$ cat src/rtl/seq_mult8_controller_pkg.sv
// Shared constants and state encoding for the sequential 8x8 multiplier.
package seq_mult8_controller_pkg;

   localparam int unsigned DATA_W     = 8;
   localparam int unsigned PROD_W     = 2 * DATA_W;
   localparam int unsigned MULT_STEPS = 8;

   typedef enum logic [1:0] {
      ST_IDLE = 2'd0,
      ST_CALC = 2'd1,
      ST_DONE = 2'd2
   } state_t;

endpackage

$ cat src/rtl/eight_bit_full_adder_module.sv
// 8-bit ripple adder with carry in/out; the one adder time-shared by the multiplier.
module eight_bit_full_adder_module
   import seq_mult8_controller_pkg::*;
(
   input  logic [DATA_W-1:0] a,
   input  logic [DATA_W-1:0] b,
   input  logic              cin,
   output logic [DATA_W-1:0] sum,
   output logic              cout
);

   // 9-bit sum so the carry out is never lost
   assign {cout, sum} = {1'b0, a} + {1'b0, b} + {{DATA_W{1'b0}}, cin};

endmodule

$ cat src/rtl/seq_mult8_controller.sv
// Sequential 8x8 unsigned shift-add multiplier with valid/ready on both sides.
// Operands are accepted in IDLE only; CALC runs 8 add/shift steps; DONE holds the
// product until the consumer takes it.
module seq_mult8_controller
   import seq_mult8_controller_pkg::*;
#(
   parameter bit ZERO_SKIP = 1'b0
) (
   input  logic              clk,
   input  logic              reset,
   input  logic              in_valid,
   output logic              in_ready,
   input  logic [DATA_W-1:0] a,
   input  logic [DATA_W-1:0] b,
   input  logic              clear,
   output logic              out_valid,
   input  logic              out_ready,
   output logic [PROD_W-1:0] product,
   output logic [DATA_W-1:0] product_lo,
   output logic              overflow,
   output logic              busy
);

   localparam int unsigned      CNT_W     = 3;
   localparam logic [CNT_W-1:0] LAST_STEP = CNT_W'(MULT_STEPS - 1);

   state_t              r_state;
   logic [PROD_W-1:0]   r_p;
   logic [DATA_W-1:0]   r_a;
   logic [CNT_W-1:0]    r_cnt;
   logic                r_in_ready;
   logic                r_out_valid;
   logic                r_busy;
   logic [PROD_W-1:0]   r_product;
   logic                r_overflow;

   logic [DATA_W-1:0]   w_addend;
   logic [DATA_W-1:0]   w_sum;
   logic                w_cout;
   logic [PROD_W-1:0]   w_p_step;
   logic                w_zero_op;

   // Multiplicand is only added when the current multiplier LSB is set
   assign w_addend = r_p[0] ? r_a : '0;

   eight_bit_full_adder_module u_adder (
      .a    (r_p[PROD_W-1:DATA_W]),
      .b    (w_addend),
      .cin  (1'b0),
      .sum  (w_sum),
      .cout (w_cout)
   );

   // With LSB clear the adder passes P[15:8] through, so one form covers both step kinds
   assign w_p_step  = {w_cout, w_sum, r_p[DATA_W-1:1]};
   assign w_zero_op = ZERO_SKIP && ((a == '0) || (b == '0));

   // Control FSM, step counter, shift register and registered outputs
   always_ff @(posedge clk or posedge reset) begin
      if (reset) begin
         r_state     <= ST_IDLE;
         r_p         <= '0;
         r_a         <= '0;
         r_cnt       <= '0;
         r_in_ready  <= 1'b1;
         r_out_valid <= 1'b0;
         r_busy      <= 1'b0;
         r_product   <= '0;
         r_overflow  <= 1'b0;
      end else if (clear) begin
         // Abort: any in-flight or pending result is dropped, in_valid is ignored
         r_state     <= ST_IDLE;
         r_p         <= '0;
         r_cnt       <= '0;
         r_in_ready  <= 1'b1;
         r_out_valid <= 1'b0;
         r_busy      <= 1'b0;
      end else begin
         unique case (r_state)
            ST_IDLE: begin
               if (in_valid) begin
                  r_a        <= a;
                  r_cnt      <= '0;
                  r_in_ready <= 1'b0;
                  r_busy     <= 1'b1;
                  if (w_zero_op) begin
                     r_p         <= '0;
                     r_product   <= '0;
                     r_overflow  <= 1'b0;
                     r_out_valid <= 1'b1;
                     r_state     <= ST_DONE;
                  end else begin
                     r_p     <= {{DATA_W{1'b0}}, b};
                     r_state <= ST_CALC;
                  end
               end
            end
            ST_CALC: begin
               r_p   <= w_p_step;
               r_cnt <= r_cnt + CNT_W'(1);
               if (r_cnt == LAST_STEP) begin
                  r_product   <= w_p_step;
                  r_overflow  <= |w_p_step[PROD_W-1:DATA_W];
                  r_out_valid <= 1'b1;
                  r_state     <= ST_DONE;
               end
            end
            ST_DONE: begin
               if (out_ready) begin
                  r_out_valid <= 1'b0;
                  r_in_ready  <= 1'b1;
                  r_busy      <= 1'b0;
                  r_state     <= ST_IDLE;
               end
            end
            default: begin
               r_state    <= ST_IDLE;
               r_in_ready <= 1'b1;
               r_busy     <= 1'b0;
            end
         endcase
      end
   end

   assign in_ready   = r_in_ready;
   assign out_valid  = r_out_valid;
   assign busy       = r_busy;
   assign product    = r_product;
   assign product_lo = r_product[DATA_W-1:0];
   assign overflow   = r_overflow;

endmodule

$ cat config.mk
export PLATFORM = sky130hd
export DESIGN_NAME = seq_mult8_controller
export DESIGN_NICKNAME = d
export VERILOG_FILES = /design/src/rtl/seq_mult8_controller_pkg.sv /design/src/rtl/eight_bit_full_adder_module.sv /design/src/rtl/seq_mult8_controller.sv
export SDC_FILE = /design/constraint.sdc
export NUM_CORES = 1
export LEC_CHECK = 0
export BUFFER_PORTS_ARGS = -buffer_cell sky130_fd_sc_hd__buf_4
export CAP_MARGIN = 10
export CORE_MARGIN = 2
export CORE_UTILIZATION = 40
export DETAILED_ROUTE_END_ITERATION = 8
export GPL_TIMING_DRIVEN = 0
export PLACE_DENSITY_LB_ADDON = 0.2
export RECOVER_POWER = 25
export REMOVE_ABC_BUFFERS = 1
export SLEW_MARGIN = 20
export SYNTH_ARGS = -nofsm -noshare
export SYNTH_HDL_FRONTEND = slang
export SYNTH_SLANG_ARGS = --single-unit
$ cat constraint.sdc
create_clock -name clk -period 2.3 [get_ports clk]
set_input_delay 0.345 -clock clk [delete_from_list [all_inputs] [get_ports clk]]
set_output_delay 0.345 -clock clk [all_outputs]
set_load 0.02 [all_outputs]
== After elaboration in Yosys (flattened, before gate mapping) ==
Index checks and enable logic that the tools add are counted.

* Flip-flop bits (word level): 49
* Latch bits: 0
* Memory bits (writable): 0
* ROM bits: 0
* Input bits: 21
* Output and inout port bits: 28
* Word-level logic and storage cells: 52
* Memories kept: 0

* Add/sub/neg operators: 2
* Multiply operators: 0
* Div/mod/pow operators: 0
* Order comparisons: 0
* Equality and inequality tests: 7
* Shifts and indexed selects: 0
* Mux-type cells: 23
* Bitwise gates (word level): 1
* Reduce and logical (&&, ||, !) cells: 10

{| class="wikitable"
|+ Operator list
! kind !! count
|-
| 16-bit two-way mux || 2
|-
| 16-bit case mux with 2 select lines || 1
|-
| 3-bit AND reduction || 5
|-
| 8-bit by 8-bit adder with 9-bit output || 1
|-
| 3-bit != test, second input constant || 3
|-
| 1-bit two-way mux || 8
|-
| 2-bit two-way mux || 4
|-
| 8-bit two-way mux || 1
|-
| 8-bit OR reduction || 1
|-
| 3-bit two-way mux || 2
|-
| 1-bit case mux with 3 select lines || 2
|-
| 2-bit case mux with 3 select lines || 1
|-
| 3-bit case mux with 2 select lines || 1
|-
| 3-bit nonzero test || 2
|-
| 3-bit by 1-bit adder with 3-bit output, second input constant || 1
|-
| 3-bit == test, second input constant || 1
|-
| 2-bit by 1-bit == test with 1-bit output, second input constant || 1
|-
| 2-bit == test, second input constant || 1
|-
| 2-bit logical NOT || 1
|-
| 2-bit != test, second input constant || 1
|-
| 1-bit case mux with 2 select lines || 1
|-
| 2-bit AND reduction || 1
|-
| 1-bit inverter || 1
|}

== Longest topological paths before layout ==
* Depth in word-level cells: 4
* Depth in mapped cells: 8
* Mapped depth without buffers: 8

== By module ==
From an unflattened synthesis, not the netlist that was laid out.

* Cells, all modules: 200
* Area total of the unflattened synthesis: 2586.2 µm²

{| class="wikitable"
|+ By module, submodules not included
! module !! instances !! cells an instance !! area each (µm²) !! sequential area each (µm²)
|-
| seq_mult8_controller || 1 || 160 || 2254.7 || 1227.4
|-
| eight_bit_full_adder_module || 1 || 40 || 331.6 || 0.0
|}

== Least setup slack after synthesis ==
OpenSTA, ideal clock, no wires.

* Path type: flip-flop to flip-flop
* Start: reg r_p[0]
* End: reg r_overflow, in the netlist overflow
* Arrival: 2.168 ns
* Required time: 2.157 ns
* Slack: -0.011 ns
* Cell stages (with the launch flop): 9
* Buffers on the path: 0
* Clock period less this slack: 2.311 ns
* Path through: dfrtp_1 and2_1 ha_1 fa_1 a211oi_2 o21ai_1 a21o_1 a2111oi_0 a31oi_1

* Word-level cells in the longest chain between the ends: 3

{| class="wikitable"
|+ RTL lines
! element !! RTL line !! source
|-
| start, declared || seq_mult8_controller.sv:28 || <nowiki>logic [PROD_W-1:0] r_p;</nowiki>
|-
| start signal, assigned || seq_mult8_controller.sv:93 || <nowiki>r_p <= {{DATA_W{1'b0}}, b};</nowiki>
|-
| start signal, assigned || seq_mult8_controller.sv:99 || <nowiki>r_p <= w_p_step;</nowiki>
|-
| 8-bit two-way mux || seq_mult8_controller.sv:44 || <nowiki>assign w_addend = r_p[0] ? r_a : '0;</nowiki>
|-
| 8-bit by 8-bit adder with 9-bit output || eight_bit_full_adder_module.sv:13 || <nowiki>assign {cout, sum} = {1'b0, a} + {1'b0, b} + {{DATA_W{1'b0}}, cin};</nowiki>
|-
| 8-bit OR reduction || seq_mult8_controller.sv:103 || <nowiki>r_overflow <= |w_p_step[PROD_W-1:DATA_W];</nowiki>
|-
| end signal, assigned || seq_mult8_controller.sv:103 ||
|-
| end, declared || seq_mult8_controller.sv:35 || <nowiki>logic r_overflow;</nowiki>
|}

No other way between the ends.
A chain may end at the register's enable or synchronous reset.

== Worst setup path after layout ==
Same ends and word-level chain as after synthesis.

==> results.sh <==
export IMPL_cts_tree="built"
export IMPL_finalClockSkew_ns=0.00888
export IMPL_syn_to_final_growth_pct=22.3
export IMPL_start_util_pct=41.9
export IMPL_worstPathRequired_ns=2.47
export IMPL_clk_latency_ns=0.30
export IMPL_grt_pass1_wl_um=8570
export IMPL_synth_seq_cells=49
export IMPL_place_hpwl_um=3600
export IMPL_instances_no_fill=342
export IMPL_gp_congestion=0.888
export IMPL_synth_edf_count=0
export IMPL_slew_headroom_pct=46.1
export IMPL_drv_cap=0
export IMPL_syn_avg_cell_area_um2=11.5
export IMPL_period_minus_slack_ns=2.31
export IMPL_hp_class="in2async"
export IMPL_setup_viol=1
export IMPL_netlist_area_mm2=0.00251
export IMPL_syn_inst=219
export IMPL_numPortBuffers=48
export IMPL_violations="negative setup slack"
export IMPL_path_buf_inv=0
export IMPL_ctsHoldBuffers=0
export IMPL_vias=1777
export IMPL_finalHoldViolCount=0
export IMPL_rsz0062_at_grt="true"
export IMPL_crit_type="reg2reg"
export IMPL_crit_chain="and2_4, ha_4, fa_2, a211oi_4, o21ai_2, a21o_1, a2111oi_2, a31oi_1"
export IMPL_most_common_layout_cells="54 x buf_4, 47 x dfrtp_1, 22 x nand2_1"
export IMPL_power_density_mw_per_mm2=571
export IMPL_placed_cells=327
export IMPL_drt_wl_total_um=5000
export IMPL_clock_path_buffers=2
export IMPL_power_leakage_nw=1.56
export IMPL_cts_root_buf="clkbuf_8"
export IMPL_postLayoutSetupSlackWorst_ns=-0.00556
export IMPL_irDropWorstVdd_v=0.000295
export IMPL_final_common_cell="buf_4"
export IMPL_layout_drive_gt1_share_pct=33.7
export IMPL_grt_max_degree=30
export IMPL_p_total_mw=1.75
export IMPL_fin_nets=298
export IMPL_final_max_slew_viol_count=0
export IMPL_cp_start_kind="flip-flop"
export IMPL_cp_top_family="compound AO/OA/AOI/OAI gates"
export IMPL_status="complete, but fails checks"
export IMPL_boundaryPins=49
export IMPL_grt_pass1_vias=1746
export IMPL_yosysSeqAreaShare_pct=48.9
export IMPL_end_kind="flip-flop"
export IMPL_drc=0
export IMPL_wire_per_inst_um=14.6
export IMPL_drtIter0Drc=82
export IMPL_synth_flop_cell="dfrtp_1"
export IMPL_antenna_found_initial=0
export IMPL_tightest_slew_ns=0.808
export IMPL_cpMaxStageDelayCell="dfrtp_2"
export IMPL_period_share_pct=100
export IMPL_worstPathArrival_ns=2.48
export IMPL_die_area_mm2=0.00693
export IMPL_ys_async_sr_fraction_pct=100
export IMPL_drtPass1Iterations=4
export IMPL_coreArea_mm2=0.00599
export IMPL_synth_cell_types=40
export IMPL_max_freq_ghz=0.434
export IMPL_row_count=28
export IMPL_clk_pin_slew_ns=0.09
export IMPL_grt_overflow=0
export IMPL_cts_sinks=49
export IMPL_ant_nets=0
export IMPL_whs_ns=0.198
export IMPL_h_tree_depth=2
export IMPL_critPathMaxStageDelay_ns=0.42
export IMPL_die_w_um=83.2
export IMPL_yosysWarnings=0
export IMPL_grt_use_total_pct=15.1
export IMPL_cts_buffers=5
export IMPL_die_height_um=83.2
export IMPL_diodes=0
export IMPL_critPathMaxFanout=3
export IMPL_post_drt_via_cell_ratio=5.20
## synth_stat cells (2+ instances only)
master     n  share of area, %
ha_1      10               5.0
clkbuf_1   2              0.30
a211oi_1   3              0.90
nor2_1    12               1.8
mux2_1     8               3.6
dfrtp_1   48                48
and2_1     8               2.0
a41oi_1    2              0.70
o31ai_1    8               2.4
xor2_1     3               1.0
mux2i_1    8               3.2
or2_1      3              0.75
buf_4      9               2.7
nand2b_1   2              0.50
nor2b_1    2              0.50
o211ai_1   2              0.60
mux2_4    12               7.2
a21o_1     4               1.2
inv_1      2              0.30
nand2_1   22               3.3
a21oi_1    7               1.4
nor3b_1    2              0.60
a22o_1     6               2.1
nor3_1     3              0.60
o21ai_1   12               2.4
buf_2      5               1.0
## where the power goes
group / leakage, nW / total, mW / internal (mW) / switching (mW)
registers: 0.652 / 0.956 / 0.919 / 0.0367
logic: 0.865 / 0.271 / 0.128 / 0.143
clock network: 0.0455 / 0.526 / 0.246 / 0.280
## cell type report
type,instances,area (um2)
Clock buffer,8,90.1
Fill cell,539,2920
Inverter,2,7.51
Multi-Input combinational cell,151,1220
Sequential cell,49,1230
Tap cell,75,93.8
Timing Repair Buffer,57,433
## cells by family (layout without fill, tap and decap cells)
family                     count (synthesis)  in the layout  synth area share [%]
AOI/OAI and AO/OA                         50             50                  13.6
xor gates and xnor gates                   3              3                  1.05
adders and majority gates                 11             11                  5.78
buffers and inverters                     19             67                  4.73
DFF                                       49             49                  48.9
muxes                                     28             28                  14.0
and+or+nand+nor                           59             59                  12.1
## final timing paths
check / end / from / cells after the start / slack [ns]
hold reg to reg: r_a[5] / r_a[5] / 1 / 0.49
hold / removal: r_p[4] / reset / 2 / 0.20
setup / recovery: overflow / r_p[0] / 8 / -0.006
min in group clk: r_a[4] / a[4] / 2 / 0.25
setup reg to reg: overflow / r_p[0] / 8 / -0.006
max in group asynchronous: r_p[0] / reset / 3 / 0.88
## per-layer routing
layer	share of wire, %	vias to the layer above	wire length, um	track usage, %
met2	45	45	2260	22.7
met4	1.4	0	70	5.51
met3	4.9	7	244	3.98
met5	0	-	0	0
li1	-	869	-	-
met1	48	856	2420	21.1
## through the flow
step	setup TNS [ns]	worst slack, ns	util [%]	area (um2)
2_1_floorplan	-0.0111	-0.0111	-	2400
3_3_place_gp	-0.569	-0.368	47.6	2850
3_5_place_dp	-0.362	-0.304	48.3	2890
4_1_cts	0	0.0285	50.4	3020
5_1_grt	-0.102	-0.0709	51.3	3070
6_report	-0.00556	-0.00556	51.3	3070
## registers in the layout, indices dropped and copies added, names as in the netlist
register / flops
r_a: 8
overflow: 1
r_cnt: 3
in_ready: 1
r_state: 2
r_p: 16
product: 16
busy: 1
out_valid: 1
## repair_timing
action	in CTS	in global routing
pin swaps	3	7
buffers inserted	2	5
gates resized for setup	7	6
setup endpoints to repair	3	3
Note: power is estimated with default switching activity, not from simulation.
